**src/rtl/ascon_out_serializer.sv**
```systemverilog
// ascon_out_serializer: streams a captured ASCON cipher block or tag onto a word bus, MSB word first
//   clock_i       rising-edge clock
//   resetb_i      asynchronous active-low reset
//   load_i        capture request, honoured only while load_ready_o=1
//   mode_i        0 = 64-bit cipher block from data_i[63:0], 1 = 128-bit tag from data_i[127:0]
//   data_i        block/tag value to capture
//   load_ready_o  idle and able to accept a load
//   out_data_o    current output word
//   out_valid_o   out_data_o is valid
//   out_ready_i   sink accepts the current word
//   out_last_o    current word is the last of the transfer
//   out_tag_o     current transfer is a tag
//   done_o        one-cycle pulse after the final word is accepted
module ascon_out_serializer #(
    parameter int WORD_W = 32
) (
    input  logic              clock_i,
    input  logic              resetb_i,
    input  logic              load_i,
    input  logic              mode_i,
    input  logic [127:0]      data_i,
    output logic              load_ready_o,
    output logic [WORD_W-1:0] out_data_o,
    output logic              out_valid_o,
    input  logic              out_ready_i,
    output logic              out_last_o,
    output logic              out_tag_o,
    output logic              done_o
);
    localparam logic [2:0] BLK_N = 3'(64 / WORD_W);
    localparam logic [2:0] TAG_N = 3'(128 / WORD_W);

    typedef enum logic {IDLE, SEND} state_t;

    state_t       state_q, state_d;
    logic [127:0] shreg_q, shreg_d;
    logic [2:0]   cnt_q, cnt_d;
    logic         tag_q, tag_d;
    logic         done_q, done_d;

    always_ff @(posedge clock_i or negedge resetb_i) begin
        if (!resetb_i) begin
            state_q <= IDLE;
            shreg_q <= '0;
            cnt_q   <= '0;
            tag_q   <= 1'b0;
            done_q  <= 1'b0;
        end else begin
            state_q <= state_d;
            shreg_q <= shreg_d;
            cnt_q   <= cnt_d;
            tag_q   <= tag_d;
            done_q  <= done_d;
        end
    end

    always_comb begin
        state_d = state_q;
        shreg_d = shreg_q;
        cnt_d   = cnt_q;
        tag_d   = tag_q;
        done_d  = 1'b0;
        if (state_q == IDLE) begin
            if (load_i) begin
                // a cipher block is left-aligned so the same MSB-first shift serves both modes
                shreg_d = mode_i ? data_i : {data_i[63:0], 64'h0};
                cnt_d   = mode_i ? TAG_N : BLK_N;
                tag_d   = mode_i;
                state_d = SEND;
            end
        end else if (out_ready_i) begin
            shreg_d = shreg_q << WORD_W;
            cnt_d   = cnt_q - 3'd1;
            if (cnt_q == 3'd1) begin
                state_d = IDLE;
                done_d  = 1'b1;
            end
        end
    end

    assign load_ready_o = (state_q == IDLE);
    assign out_valid_o  = (state_q == SEND);
    assign out_data_o   = shreg_q[127 -: WORD_W];
    assign out_last_o   = (state_q == SEND) && (cnt_q == 3'd1);
    assign out_tag_o    = tag_q;
    assign done_o       = done_q;
endmodule

```
**config.mk**
```make
export PLATFORM = sky130hd
export DESIGN_NAME = ascon_out_serializer
export DESIGN_NICKNAME = d
export VERILOG_FILES = /design/src/rtl/ascon_out_serializer.sv
export SDC_FILE = /design/constraint.sdc
export NUM_CORES = 1
export LEC_CHECK = 0
export BUFFER_PORTS_ARGS = -buffer_cell sky130_fd_sc_hd__buf_2
export CAP_MARGIN = 40
export CORE_MARGIN = 5
export CORE_UTILIZATION = 55
export DETAILED_ROUTE_END_ITERATION = 7
export MAX_ROUTING_LAYER = met4
export PLACE_DENSITY = 0.82
export SLEW_MARGIN = 20
export SYNTH_ARGS = -nofsm -noshare
export SYNTH_HDL_FRONTEND = slang
export SYNTH_SLANG_ARGS = --single-unit
export TNS_END_PERCENT = 10
```
**constraint.sdc**
```tcl
create_clock -name clock_i -period 1.7 [get_ports clock_i]
set_input_delay 0.085 -clock clock_i [delete_from_list [all_inputs] [get_ports clock_i]]
set_output_delay 0.085 -clock clock_i [all_outputs]
set_load 0.05 [all_outputs]
```
==> results of run 1 <==
## power breakdown
group | leakage [nW] | internal, mW | switching (mW)
Combinational | 2.46 | 1.74 | 3.53
Clock | 0.271 | 2.06 | 1.27
Sequential | 1.81 | 4.25 | 0.785
Total | 4.55 | 8.05 | 5.59
## routing by layer
metal / GRT usage / wire length [µm] / vias up
met5: - / 0 / -
met4: 0.0921 / 501 / 0
met3: 0.0488 / 1000 / 40
met2: 0.399 / 9530 / 199
met1: 0.310 / 8170 / 3046
li1: - / - / 3040
## worst max-delay path, cell delays in order, from the launching register on
cell	delay [ps]
dfrtp_2	430
buf_8	200
nand2_1	100
nor2_1	170
buf_4	230
## placed cells by master (no fill, tap or decap), types with 2 or more instances in the layout
master         count
dfrtp_1          133
ha_1               2
o21ai_1           95
nor2_1            65
a211oi_1           2
clkbuf_8           6
a211o_1           62
buf_4             23
nand2_1          101
a22oi_1           32
clkbuf_1           2
clkinv_2           4
inv_1              3
a21oi_1            2
mux2i_1          125
dlygate4sd3_1     58
buf_12             7
clkbuf_16         17
o21ai_0           33
mux2_2             3
buf_2            163
## what timing repair did
item / in CTS / in global routing
endpoints found under the hold margin: 191 / 0
setup endpoints to repair: 2 / 2
pin swaps: 0 / 0
hold buffers: 58 / 0
gates resized for setup: 2 / 2
## cells by family after synthesis
kind of cell | after synthesis
compound gates | 228
simple gates | 170
flops | 134
mux | 129
buf+inv | 104
fa+ha+maj | 2
xor+xnor | 1
## how the worst max path moves through the flow
stage | from | to | slack [ps]
after floorplan | out_valid_o$_DFF_PN0_ | out_last_o | -160
after global placement | out_valid_o$_DFF_PN0_ | out_tag_o$_DFFE_PN0P_ | 270
after detailed placement | out_valid_o$_DFF_PN0_ | shreg_q[60]$_DFFE_PN0P_ | 210
final | out_valid_o$_DFF_PN0_ | out_last_o | 70
after global routing | out_valid_o$_DFF_PN0_ | out_last_o | 0.8
after CTS | out_valid_o$_DFF_PN0_ | load_ready_o | 40
## cell usage after synthesis (all sizes together), types with 2 or more instances
master	instances	area share
dfrtp	134	0.45
o21ai	128	0.085
mux2i	126	0.17
nand2	101	0.050
buf	77	0.079
nor2	65	0.032
a211o	62	0.072
a22oi	32	0.032
clkbuf	23	0.013
inv	3	0.0015
mux2	3	0.0045
a211oi	2	0.0020
a21oi	2	0.0013
ha	2	0.0033
nor2b	2	0.0020
## per-stage QoR
stage / setup WS (ps) / TNS (ps) / power (mW)
final: 67.3 / 0 / 13.6
after global routing: 0.774 / 0 / 14.4
after CTS: 36.3 / 0 / 13.6
after detailed placement: 206 / 0 / 10.2
after global placement: 266 / 0 / 10.0
after floorplan: -160 / -160 / 9.32
## registers in the layout, summed over array words and instances, names as in the netlist
register / count
out_tag_o: 1
out_valid_o: 1
done_o: 1
cnt_q: 3
shreg_q: 128
## final cells by class
class	instances	share of cell area
Inverter	4	0.00161
Timing Repair Buffer	254	0.187
Tap cell	176	0.0236
Multi-Input combinational cell	530	0.371
Clock buffer	25	0.0552
Clock inverter	4	0.00215
Sequential cell	134	0.359
==> results.md, run 1 <==
* Post-Route WL at 19200 µm
* Post-Synth Simple-Gate Area at 0.0867
* Largest family of logic cells by synthesized area: compound AO/OA/AOI/OAI gates
* Vias in the first global route at 6335
* Die W at 127 µm
* GP Congestion at 0.824
* Core Util, Final at 0.699
* RSZ-0062 raised after global routing: false
* Final hold violations at 1
* Worst slew margin at 0.720
* Row count at 42
* Flop and latch count out of synthesis at 134
* MaxCap Viol Count at 0
* Storage element area at 3350 µm²
* WL/cell at 17.0 µm
* Crit end category: output port
* Adder-cell share of the synthesized area at 0.00333
* Pwr dens at 1460 nW/µm²
* CP max FO at 20
* Status: finished with violations
* H-Tree Depth at 4
* Tmin final at 1630 ps
* Design area at 9330 µm²
* Post-synth EDFFs at 0
* P&R area growth vs syn at 24.1%
* Initial Utilization at 0.563
* Tcrit/Tclk final at 0.960
* DP Area at 8200 µm²
* WP data arrival at 1550 ps
* CTS tree: built
* GR Overflow Total at 0
* Register-to-Register Path Depth at 5
* R2r startpoint: out_valid_o$_DFF_PN0_
* Routed vias/inst at 5.61
* Worst Hold Class: in2reg
* I/O pin cnt at 170
* Detailed Route Iter0 Violations at 521
* Max-slew violations at 0
* Hold Path End: shreg_q[60]$_DFFE_PN0P_
* Cells after synthesis at 768
* Die ar. at 16100 µm²
* Netlist cell types at 30
* Tot GR Track Use at 0.247
* Nets at 1076
* Cell Area, Synth at 7520 µm²
* Die H at 127 µm
* CTS buffer count at 17
* XOR/XNOR Fraction of Synth Area at 0.00116
* Detailed Routing Iterations Pass 1 at 5
* CTS Sinks at 134
* Clk pin slew, worst setup/hold paths at 50 ps
* Syn_area_per_cell at 9.79 µm²
* Inst Count DP at 1040
* Fillers at 977
* Routed via count at 6325
* Non-Filler Instances at 1127
* Ant diodes at 0
* Peak supply drop at 816 µV
* Post CTS Setup Buffer Count at 0
* Layout cells sized above 1 at 0.243
* Fmax achieved at 0.612 GHz
* Root buf cell: clkbuf_16
* Req. time, crit path at 1620 ps
* Initial antenna violation count at 0
* Ys async rst share at 1.00
* Setup Skew at 8.04 ps
* R2r setup slk at 180 ps
* Core outline area at 13300 µm²
* Tightest Pin Transition at 420 ps
* I/O Buffers at 169
* Syn Nets at 903
* Top_reg_cell synth: dfrtp_1
* Startpoint Class: flip-flop
* First-pass GRT wire length at 31200 µm
* Largest net degree at the start of global routing at 71
* Capturing point of the worst reg2reg path: shreg_q[47]$_DFFE_PN0P_
* WHS Path Cells at 3
* Clk_lat worst skew at 420 ps
* Seq/Total Area, Yosys at 0.446
* Hold path start: data_i[60]
* Critical path type: reg2out
* Compound-Gate Fraction of Synth Area at 0.195
* Final setup viols at 0
* Leakage at 4.55 nW
* Hold_ws at -12.1 ps
* Multi-input gate area at 3460 µm²
* CTS Buffer Depth at 2
* Synth Warn # at 0
* Post-route DRC at 0
* Post-synthesis mux area share at 0.174
* Routed Antenna Nets at 0
* Failing checks: hold timing
* Detail Placement HPWL at 12300 µm
(Power assumes the default switching activity.)
==> run 2: changes to the inputs <==
--- a/config.mk
+++ b/config.mk
@@ -8,10 +8,11 @@
 export BUFFER_PORTS_ARGS = -buffer_cell sky130_fd_sc_hd__buf_2
 export CAP_MARGIN = 40
 export CORE_MARGIN = 5
-export CORE_UTILIZATION = 55
+export CORE_UTILIZATION = 59
 export DETAILED_ROUTE_END_ITERATION = 7
 export MAX_ROUTING_LAYER = met4
-export PLACE_DENSITY = 0.82
+export PLACE_DENSITY = 0.87
+export REMOVE_ABC_BUFFERS = 1
 export SLEW_MARGIN = 20
 export SYNTH_ARGS = -nofsm -noshare
 export SYNTH_HDL_FRONTEND = slang
==> constraint.sdc (replaced) <==
create_clock -name clock_i -period 2.1 [get_ports clock_i]
set_input_delay 0.105 -clock clock_i [delete_from_list [all_inputs] [get_ports clock_i]]
set_output_delay 0.105 -clock clock_i [all_outputs]
set_load 0.05 [all_outputs]
==> run 2 against run 1 <==
Compared with the run above: the flow now finishes without violations; sequential cell count unchanged; clock power down 3%; clock skew down 2.0 ps; sequential share of layout area up 0.55 points; combinational power down 21%; cell count down 2.0%; critical endpoint is now load_ready_o; largest power group unchanged.
==> results.md, run 2 (synthesized netlist as in run 1, its figures left out) <==
* Req. time, crit path at 2000 ps (+380 ps)
* Worst path cell trace: inv_2, buf_2
* Fmax achieved at 0.549 GHz
* Gate power share at 0.362 (-0.024)
* Initial antenna violation count at 0 (unchanged)
* Tot GR Track Use at 0.268 (+0.0212)
* Biggest register: shreg_q
* Grt met2 use at 0.430 (+0.0313)
* GR peak layer: met2
* Tmin final at 1820 ps
* Vias in the first global route at 6226 (-1.7%)
* MaxCap Viol Count at 0 (unchanged)
* Setup Skew at 6.00 ps (-2.04 ps)
* Non-Filler Instances at 1104 (-2.0%)
* Post CTS Setup Buffer Count at 0 (unchanged)
* WL/cell at 17.3 µm (+1.5%)
* Critical path type: reg2out
* Clk_lat worst skew at 420 ps (about the same)
* Detailed Routing Iterations Pass 1 at 5 (unchanged)
* Max-slew violations at 0 (unchanged)
* WP data arrival at 1720 ps (+170 ps)
* Peak supply drop at 632 µV (-23%)
* Inst Count DP at 1031 (-0.87%)
* Slowest stage cell, crit path: dfrtp_2
* Routed Antenna Nets at 0 (unchanged)
* Setup_tns at 0 ps (unchanged)
* Tightest Pin Transition at 616 ps (+195 ps)
* Initial Utilization at 0.598 (+0.0349)
* CP max FO at 26 (+30%)
* M3 GR Usage at 0.0457 (-0.00301)
* Post-route DRC at 0 (unchanged)
* Pwr dens at 1250 nW/µm² (-14%)
* Met1 Usage GRT at 0.355 (+0.0446)
* R2r setup slk at 530 ps (+350 ps)
* CTS Sinks at 134 (unchanged)
* Ant diodes at 0 (unchanged)
* WP buf/inv at 2 (unchanged)
* Detailed Route Iter0 Violations at 448 (-14%)
* Final setup viols at 0 (unchanged)
* First-pass GRT wire length at 31000 µm (-0.93%)
* RSZ-0062 raised after global routing: false
* Commonest non-fill, non-tap cell in the layout: buf_2
* Detail Placement HPWL at 12000 µm (-2.0%)
* Nets at 1054 (-2.0%)
* Largest stage delay, worst path at 480 ps (+50 ps)
* Sw frac at 0.405 (-0.00504)
* Worst Hold Class: in2reg
* Largest register FFs at 128 (unchanged)
* P&R area growth vs syn at 22.2%
* WHS Path Cells at 3 (unchanged)
* Leakage at 4.48 nW (-1.4%)
* Die ar. at 15100 µm² (-6.3%)
* Root buf cell: clkbuf_16
* I/O pin cnt at 170 (unchanged)
* Row count at 41 (-2.4%)
* Cell depth of the worst setup path at 2 (-2)
* Core outline area at 12600 µm² (-5.8%)
* Top Registers: shreg_q x128, cnt_q x3
* GR Overflow Total at 0 (unchanged)
* CTS buffer count at 17 (unchanged)
* Tcrit/Tclk final at 0.867
* Routed via count at 6326 (+0.016%)
* Delay-heaviest family, CP: buffers and inverters
* Routed vias/inst at 5.73 (+2.1%)
* CTS tree: built
* Clk pin slew, worst setup/hold paths at 60 ps (about the same)
* Largest net degree at the start of global routing at 82 (+15%)
* Worst slew margin at 0.590 (-0.130)
* GP Congestion at 0.801 (-2.8%)
* Post-Route WL at 19100 µm (-0.60%)
* Clk pwr share at 0.281 (+0.037)
* Die W at 123 µm (-3.2%)
* Startpoint Class: flip-flop
* Final hold violations at 0 (-1)
* H-Tree Depth at 4 (unchanged)
* Cell Int Power at 6.85 mW (-15%)
* Register-to-Register Path Depth at 4 (-1)
* Sequential share of power at 0.357 (-0.012)
* Psw at 4.65 mW (-17%)
* Die H at 123 µm (-3.2%)
* Layout cells sized above 1 at 0.248 (+0.00495)
* Status: finished, final reports clean
* Most frequent cells in the layout: buf_2 (165), dfrtp_1 (133), mux2i_1 (125), nand2_1 (101), o21ai_1 (95)
* I/O Buffers at 169 (unchanged)
* CTS Buffer Depth at 2 (unchanged)
* Crit end category: output port
* # resized after CTS at 0 (-2)
[run 2: what timing repair did]
item,4_1_cts,5_1_grt
endpoints found under the hold margin,102,0
setup endpoints to repair,0,0
hold buffers,41,0
[run 2: final cells by class]
cell class                 count  area, µm²
clock buffer                  19        453
multi-input combinational    530       3460
fill                         839       3380
tap                          172        215
sequential                   134       3350
clock inverter                13        193
timing repair buffer         232       1500
inverter                       4       15.0
[run 2: power by group through the flow]
stage	logic, mW	clock network, mW	registers [mW]
2_1_floorplan	1.61	0	5.21
4_1_cts	4.17	3.27	4.09
3_3_place_gp	3.98	0	4.08
6_report	4.16	3.23	4.10
5_1_grt	4.53	3.40	4.22
3_5_place_dp	4.08	0	4.11
[run 2: path summary, 6_finish.rpt]
kind	startpoint	end
worst max register to register	out_valid_o$_DFF_PN0_	shreg_q[41]$_DFFE_PN0P_
max in group asynchronous	resetb_i	shreg_q[77]$_DFFE_PN0P_
min in group asynchronous	resetb_i	shreg_q[125]$_DFFE_PN0P_
worst min register to register	cnt_q[1]$_DFFE_PN0P_	cnt_q[1]$_DFFE_PN0P_
worst max-delay path	out_valid_o$_DFF_PN0_	load_ready_o
worst min-delay path	data_i[48]	shreg_q[48]$_DFFE_PN0P_
[run 2: layer usage]
layer / up-vias / wire (µm)
li1: 2998 / -
met1: 3031 / 8180
met2: 274 / 9340
met3: 23 / 1310
met4: 0 / 251
met5: - / 0
[run 2: per-stage QoR]
step           utilization  hold WS (ps)  cell area [µm²]  setup WS [ps]  total power, mW
3_3_place_gp         0.647           131             8140            602             8.06
6_report             0.731          7.92             9190            278             11.5
4_1_cts              0.731          1.24             9190            245             11.5
3_5_place_dp         0.647           137             8140            523             8.20
5_1_grt              0.731          11.7             9190            195             12.2
2_1_floorplan            -          -191             6820          -2300             6.82
[run 2: worst reg2reg max path, delay by kind of cell, from the launching register on]
kind	cells	cell delay [ps]
AND/OR/NAND/NOR	1	500
buffers and inverters	1	240
AO/OA/AOI/OAI	2	270
flip-flops	1	480
